**src/rtl/image_reader.sv**
```systemverilog
// Streams one stored frame out of a synchronous-read pixel RAM as a raster-ordered valid/ready
// pixel stream with eol/eof flags. Define IMAGE_READER_ZERO_PAD_EN to wrap the image in a zero border.
module image_reader #(
   parameter int DATA_W = 8,
   parameter int IMG_W  = 32,
   parameter int IMG_H  = 32,
   parameter int ADDR_W = 10
) (
   input  logic              clk,
   input  logic              rst,
   input  logic              start,
   output logic              busy,
   output logic              done,
   output logic              mem_en,
   output logic [ADDR_W-1:0] mem_addr,
   input  logic [DATA_W-1:0] mem_rdata,
   output logic [DATA_W-1:0] out_data,
   output logic              out_valid,
   input  logic              out_ready,
   output logic              out_eol,
   output logic              out_eof
);

`ifdef IMAGE_READER_ZERO_PAD_EN
   localparam int PW = IMG_W + 2;
   localparam int PH = IMG_H + 2;
`else
   localparam int PW = IMG_W;
   localparam int PH = IMG_H;
`endif
   localparam int CW = $clog2(PW);
   localparam int RW = $clog2(PH);
   localparam int WW = DATA_W + 2;

   typedef enum logic [1:0] {
      S_IDLE  = 2'd0,
      S_RUN   = 2'd1,
      S_DRAIN = 2'd2,
      S_DONE  = 2'd3
   } state_t;

   state_t            state_q, state_d;
   logic [CW-1:0]     col_q, col_d;
   logic [RW-1:0]     row_q, row_d;
   logic [ADDR_W-1:0] addr_q, addr_d;
   logic              pend_q, pend_d;
   logic              pend_eol_q, pend_eol_d;
   logic              pend_eof_q, pend_eof_d;
   logic              h0_v_q, h0_v_d, h1_v_q, h1_v_d;
   logic [WW-1:0]     h0_q, h0_d, h1_q, h1_d;
`ifdef IMAGE_READER_ZERO_PAD_EN
   logic              pend_zero_q, pend_zero_d;
`endif

   logic          last_col, last_row, interior, issue, hs, head_v;
   logic [1:0]    tokens;
   logic [WW-1:0] rd_word, head;

   // Position decode, returning-read word and read-issue credit
   always_comb begin
      last_col = (col_q == CW'(PW - 1));
      last_row = (row_q == RW'(PH - 1));
`ifdef IMAGE_READER_ZERO_PAD_EN
      interior = (row_q != {RW{1'b0}}) && !last_row && (col_q != {CW{1'b0}}) && !last_col;
      rd_word  = {pend_eof_q, pend_eol_q, (pend_zero_q ? {DATA_W{1'b0}} : mem_rdata)};
`else
      interior = 1'b1;
      rd_word  = {pend_eof_q, pend_eol_q, mem_rdata};
`endif
      head_v = h0_v_q | pend_q;
      if (h0_v_q) begin
         head = h0_q;
      end else if (pend_q) begin
         head = rd_word;
      end else begin
         head = {WW{1'b0}};
      end
      hs     = head_v & out_ready;
      // Outstanding read plus held pixels, less the one leaving this cycle, must stay below two
      tokens = {1'b0, pend_q} + {1'b0, h0_v_q} + {1'b0, h1_v_q};
      issue  = (state_q == S_RUN) && (tokens < (2'd2 + {1'b0, hs}));
   end

   // State register
   always_ff @(posedge clk) begin
      if (rst) begin
         state_q <= S_IDLE;
      end else begin
         state_q <= state_d;
      end
   end

   // Next-state logic
   always_comb begin
      state_d = state_q;
      case (state_q)
         S_IDLE: begin
            if (start) state_d = S_RUN;
            else       state_d = S_IDLE;
         end
         S_RUN: begin
            if (issue && last_col && last_row) state_d = S_DRAIN;
            else                               state_d = S_RUN;
         end
         S_DRAIN: begin
            if (hs && head[WW-1]) state_d = S_DONE;
            else                  state_d = S_DRAIN;
         end
         S_DONE:  state_d = S_IDLE;
         default: state_d = S_IDLE;
      endcase
   end

   // Output decode
   always_comb begin
      busy      = (state_q != S_IDLE);
      done      = (state_q == S_DONE);
      mem_en    = issue & interior;
      mem_addr  = addr_q;
      out_valid = head_v;
      out_data  = head[DATA_W-1:0];
      out_eol   = head[DATA_W];
      out_eof   = head[DATA_W+1];
   end

   // Raster counters and linear read address
   always_comb begin
      col_d      = col_q;
      row_d      = row_q;
      addr_d     = addr_q;
      pend_d     = issue;
      pend_eol_d = issue & last_col;
      pend_eof_d = issue & last_col & last_row;
`ifdef IMAGE_READER_ZERO_PAD_EN
      pend_zero_d = issue & ~interior;
`endif
      if (state_q == S_IDLE) begin
         col_d  = {CW{1'b0}};
         row_d  = {RW{1'b0}};
         addr_d = {ADDR_W{1'b0}};
      end else if (issue) begin
         if (last_col) begin
            col_d = {CW{1'b0}};
            if (last_row) row_d = {RW{1'b0}};
            else          row_d = row_q + RW'(1);
         end else begin
            col_d = col_q + CW'(1);
         end
         if (interior) addr_d = addr_q + ADDR_W'(1);
         else          addr_d = addr_q;
      end else begin
         addr_d = addr_q;
      end
   end

   // Output holding register (h0) and skid entry (h1) catching RAM data that cannot leave yet
   always_comb begin
      h0_v_d = h0_v_q;
      h0_d   = h0_q;
      h1_v_d = h1_v_q;
      h1_d   = h1_q;
      if (!h0_v_q) begin
         if (pend_q && !out_ready) begin
            h0_v_d = 1'b1;
            h0_d   = rd_word;
         end else begin
            h0_v_d = 1'b0;
         end
      end else if (!h1_v_q) begin
         if (out_ready) begin
            h0_v_d = pend_q;
            if (pend_q) h0_d = rd_word;
            else        h0_d = h0_q;
         end else if (pend_q) begin
            h1_v_d = 1'b1;
            h1_d   = rd_word;
         end else begin
            h1_v_d = 1'b0;
         end
      end else begin
         if (out_ready) begin
            h0_d   = h1_q;
            h1_v_d = 1'b0;
         end else begin
            h1_v_d = 1'b1;
         end
      end
   end

   // Datapath registers; reset discards any in-flight read
   always_ff @(posedge clk) begin
      if (rst) begin
         col_q      <= {CW{1'b0}};
         row_q      <= {RW{1'b0}};
         addr_q     <= {ADDR_W{1'b0}};
         pend_q     <= 1'b0;
         pend_eol_q <= 1'b0;
         pend_eof_q <= 1'b0;
         h0_v_q     <= 1'b0;
         h1_v_q     <= 1'b0;
         h0_q       <= {WW{1'b0}};
         h1_q       <= {WW{1'b0}};
`ifdef IMAGE_READER_ZERO_PAD_EN
         pend_zero_q <= 1'b0;
`endif
      end else begin
         col_q      <= col_d;
         row_q      <= row_d;
         addr_q     <= addr_d;
         pend_q     <= pend_d;
         pend_eol_q <= pend_eol_d;
         pend_eof_q <= pend_eof_d;
         h0_v_q     <= h0_v_d;
         h1_v_q     <= h1_v_d;
         h0_q       <= h0_d;
         h1_q       <= h1_d;
`ifdef IMAGE_READER_ZERO_PAD_EN
         pend_zero_q <= pend_zero_d;
`endif
      end
   end

endmodule

```
**config.mk**
```make
export PLATFORM = sky130hd
export DESIGN_NAME = image_reader
export DESIGN_NICKNAME = d
export VERILOG_FILES = /design/src/rtl/image_reader.sv
export SDC_FILE = /design/constraint.sdc
export NUM_CORES = 1
export LEC_CHECK = 0
export CORE_MARGIN = 1
export CORE_UTILIZATION = 40
export CTS_CLUSTER_SIZE = 20
export DETAILED_ROUTE_END_ITERATION = 10
export GPL_ROUTABILITY_DRIVEN = 0
export PLACE_DENSITY = 0.68
export SYNTH_ARGS = -nofsm -noshare
export SYNTH_HDL_FRONTEND = slang
export SYNTH_SLANG_ARGS = --single-unit
export TNS_END_PERCENT = 50
```
**constraint.sdc**
```tcl
create_clock -name clk -period 2.4 [get_ports clk]
set_input_delay 0.48 -clock clk [delete_from_list [all_inputs] [get_ports clk]]
set_output_delay 0.48 -clock clk [all_outputs]
set_load 0.005 [all_outputs]
```
Yosys cells after proc, flatten, opt, wreduce, memory -nomap -nowiden
Index checks and enable logic that the tools add are counted.
{ "word_totals": {"reg_bits": 47, "out_inout_bits": 24, "wordCells": 66, "in_bits": 12} }
{ "classes": {"n_lt_le_gt_ge": 1, "add_sub_neg": 6, "n_reduce_logical": 13, "bitwise_logic": 6, "mux": 22, "n_eq_ne": 7} }
{ "op_table": {"columns": ["operator", "n"], "rows": [
  ["10-bit two-way mux", 8],
  ["10-bit by 1-bit adder with 10-bit output (second input constant)", 1],
  ["5-bit by 1-bit adder with 5-bit output (second input constant)", 2],
  ["5-bit equality test (second input constant)", 2],
  ["1-bit two-way mux", 10],
  ["5-bit two-way mux", 2],
  ["2-bit one-hot mux with 4 select lines", 1],
  ["1-bit logical AND", 5],
  ["2-bit equality test (second input constant)", 2],
  ["4-bit AND reduction", 1],
  ["2-bit nonzero test", 2],
  ["1-bit AND", 3],
  ["3-bit by 2-bit inequality test with 1-bit output (second input constant)", 1],
  ["3-bit AND reduction", 1],
  ["1-bit by 1-bit adder with 2-bit output", 1],
  ["2-bit by 1-bit adder with 2-bit output", 1],
  ["2-bit by 1-bit adder with 2-bit output (first input constant)", 1],
  ["2-bit by 1-bit equality test with 1-bit output (second input constant)", 1],
  ["2-bit zero test", 1],
  ["2-bit less-than comparator", 1],
  ["2-bit two-way mux", 1],
  ["2-bit inequality test (second input constant)", 1],
  ["1-bit NOT", 2],
  ["2-bit AND reduction", 1],
  ["other kinds (3)", 3]
]} }

Longest topological paths before layout
{ "depth": {"ltp_word": 9, "mapped_depth": 7} }

Worst setup path after synthesis
No wires, ideal clock.
{ "synth_timing": {"kind": "register -> output", "from": "register pend_q", "to": "output port mem_en", "arrival_ns": 1.508, "slack_ns": 0.412, "path_stages_with_launch": 6, "cell_sequence": "dfxtp_1 -> fa_1 -> nand2b_2 -> o21ai_2 -> nand2_1 -> inv_1"} }
{ "synth_via": {"elab_chain_len": 5, "word_cells_on_any_way": 7} }
{ "synth_lines": {"columns": ["item", "line_no", "text"], "rows": [
  ["start, declared", "46", "logic pend_q, pend_d;"],
  ["start signal, assigned", "210", "pend_q <= pend_d;"],
  ["1-bit OR", "70", "head_v = h0_v_q | pend_q;"],
  ["1-bit AND", "78", "hs = head_v & out_ready;"],
  ["2-bit by 1-bit adder with 2-bit output", "81", "issue = (state_q == S_RUN) && (tokens < (2'd2 + {1'b0, hs}));"],
  ["2-bit less-than comparator (*)", "81", null],
  ["1-bit logical AND (*)", "81", null],
  ["end, declared", "14", "output logic mem_en,"]
]} }
Every way passes the cells marked *; elsewhere a longest branch is shown, timed or not.

Final worst setup path
{ "layout_timing": {"from": "input port mem_rdata[6]", "to": "output port out_data[6]"} }
{ "layout_via": {"elab_chain_len": 2} }
{ "layout_lines": {"columns": ["item", "line_no", "text"], "rows": [
  ["start, declared", "16", "input logic [DATA_W-1:0] mem_rdata,"],
  ["10-bit two-way mux", "73", "end else if (pend_q) begin"],
  ["10-bit two-way mux", "71", "if (h0_v_q) begin"],
  ["end, declared", "17", "output logic [DATA_W-1:0] out_data,"]
]} }
No other way between the ends.

==> reports/results.ini <==
[synth]
syn-cell-area_mm2 = 0.002321
synth-edff-count = 0
yosysWarningCount = 0
async_reset_ff_frac = 0
synth_top_area_frac = 0.4054
synth_common_cells = nand2_1, dfxtp_1, nor2_1
ys_seq_area_frac = 0.4054
synthTopCellsByArea = dfxtp_1, nand2_1, a21oi_1, a311oi_1, nor2_1
synthCells = 298
synth_nets = 316
ys_ff_latch = 47
yosys.area.top_type = dfxtp_1
post_synth_num_cell_types = 45
synth_area_per_cell_um2 = 7.789
synth_most_common_cell = nand2_1
synthFlopType = dfxtp_1

[routing]
routed-via-count = 2211
drc = 0
wl_per_cell_um = 13.44
firstDrtPassIters = 4
ant_nets = 0
via_per_inst = 5.446
drtIter0Drc = 113
routed_wl_um = 5458

[timing]
whs_ps = 460.5
relSlewSlack = 0.5353
fin_crit_sh = 0.9375
setup_tns_ps = 0
setup_viol = 0
slew_viol_final = 0
hold_violations = 0
worstMarginPinSlew_ps = 695.6
fin_crit_ps = 2250
max_freq_mhz = 444.4
clock_skew_ps = 4.734
rsz0062_at_grt = no

[clock_tree]
ctsHoldBuffers = 0
clkTransAtPathRegs_ps = 90
cts.htree.levels = 2
clk_latency_ps = 300
cts_root_buf = clkbuf_8
cts_buffer_depth = 2
cts_sinks = 47
cts_tree = done
cts_made_buffers = 5
cts_setup_buffers = 0

[pwr]
p_seq_frac = 0.515
p_switching_mw = 0.3582
swShare = 0.2306
p_int_mw = 1.195
peakVddDrop_mv = 0.3192
cellPowerDensity_mw_per_mm2 = 535.6
power_leakage_nw = 1.026
clkPwrFrac = 0.392
total_power_mw = 1.553
p_comb_frac = 0.093

[grt]
grt_util_met2 = 0.3123
gr-total-overflow = 0
grt_busiest_layer = met2
grt_pass1_vias = 2124
antenna_found_initial = 0
grt_max_degree = 40
grt_pass1_wl_um = 9522
grt.total_usage = 0.1927
grt_util_met1 = 0.2418
grtUsageMet3 = 0.04070

[floorplan]
rows = 27
start_util = 0.4189
dieArea_mm2 = 0.006111
ios = 36
core_area_mm2 = 0.005540
die_w_um = 78.18
die_h_um = 78.18

[placed_design]
post-place-cells = 398
io_buffers = 35
dp.final_hpwl_um = 3649

[cells_and_area]
layout-drive-gt1-share = 0.09880
diodes = 0
fin_nets = 351
syn2layout_area_growth_pct = 24.96
instances_no_fill = 406

[worst_setup_path]
cp_max_fo = 3
crit_path_end_kind = primary output
critPathRequiredTime_ps = 1920
worstSetupStartpointType = input port
timing.reg2reg.setup_slack_ps = 380
crit_type = in2out
cp_data_arrival_time_ps = 1770

[min_path]
hold_path_class = reg2reg

[outcome]
outcome = finished, final reports clean

[run]
drv_cap = 0

## power by group through the flow
stage	sequential, mW	combinational, mW	clock, mW
final	0.800	0.144	0.609
after global routing	0.803	0.159	0.665
after CTS	0.800	0.145	0.633
after detailed placement	0.819	0.145	0
after global placement	0.818	0.144	0
after floorplan	0.816	0.0761	0
## worst paths after layout
check             depth (start not counted)     endpoint          from
setup / recovery                          4  out_data[6]  mem_rdata[6]
setup reg to reg                          6  mem_addr[0]        h0_v_q
hold reg to reg                           2      h1_q[8]       h1_q[8]
hold / removal                            2      h1_q[8]       h1_q[8]
## final cells by class
type / instances / area [um2]
clock buffers: 6 / 82.58
repair buffers: 50 / 461.7
flip-flops and latches: 47 / 940.9
multi-input cells: 226 / 1279
inverters: 3 / 11.26
clock inverters: 2 / 35.03
fillers: 544 / 2640
well taps: 72 / 90.09
## through the flow
step / util / worst slack, ps / cell area, um2
floorplan: - / 411.5 / 2321
global placement: 0.5025 / 53.79 / 2784
detailed placement: 0.5025 / 50.23 / 2784
CTS: 0.5235 / 66.58 / 2900
global route: 0.5235 / 68.98 / 2900
finish: 0.5235 / 149.9 / 2900
## routing by layer
| metal | up-vias | wire (um) |
|---|---|---|
| li1 | 1133 | - |
| met1 | 1013 | 2599 |
| met2 | 53 | 2514 |
| met3 | 12 | 237 |
| met4 | 0 | 106 |
| met5 | - | 0 |
## cell families (layout without fill, tap and decap cells)
kind of cell | after synthesis | in the layout | share of synthesized area
and+or+nand+nor | 143 | 143 | 0.2927
adders and majority gates | 6 | 6 | 0.03558
DFF | 47 | 47 | 0.4054
AOI/OAI and AO/OA | 73 | 73 | 0.2054
buffers and inverters | 25 | 61 | 0.04366
muxes | 4 | 4 | 0.01725
## sequential cells by signal, summed over array words and instances, names as in the netlist, 5 cells and up, named ones only
register,cells
h1_q,10
mem_addr,10
h0_q,10
row_q,5
col_q,5
## cells in the final DEF, fill, tap and decap left out, types with 3 or more instances in the layout
master	count
a21oi_1	21
a311oi_1	10
a31o_2	4
a31oi_1	5
and3_1	4
buf_4	14
clkbuf_8	6
clkdlybuf4s50_1	34
dfxtp_1	47
ha_1	5
inv_1	3
mux2i_1	4
nand2_1	63
nand2b_1	8
nand3_1	15
nand4_1	10
nor2_1	22
nor3_1	6
o21ai_0	15
o31ai_1	5
## timing repair
item / in CTS / in global routing
endpoints found under the hold margin: 0 / 0
endpoints found under the setup margin: 1 / 2
resized for setup: 1 / 4
## critical path: stages
cell             delay, ps
clkdlybuf4s50_1        520
nand2_1                 60
o21ai_0                180
clkdlybuf4s50_1        540
No activity file was read; power rests on OpenSTA's default activity.
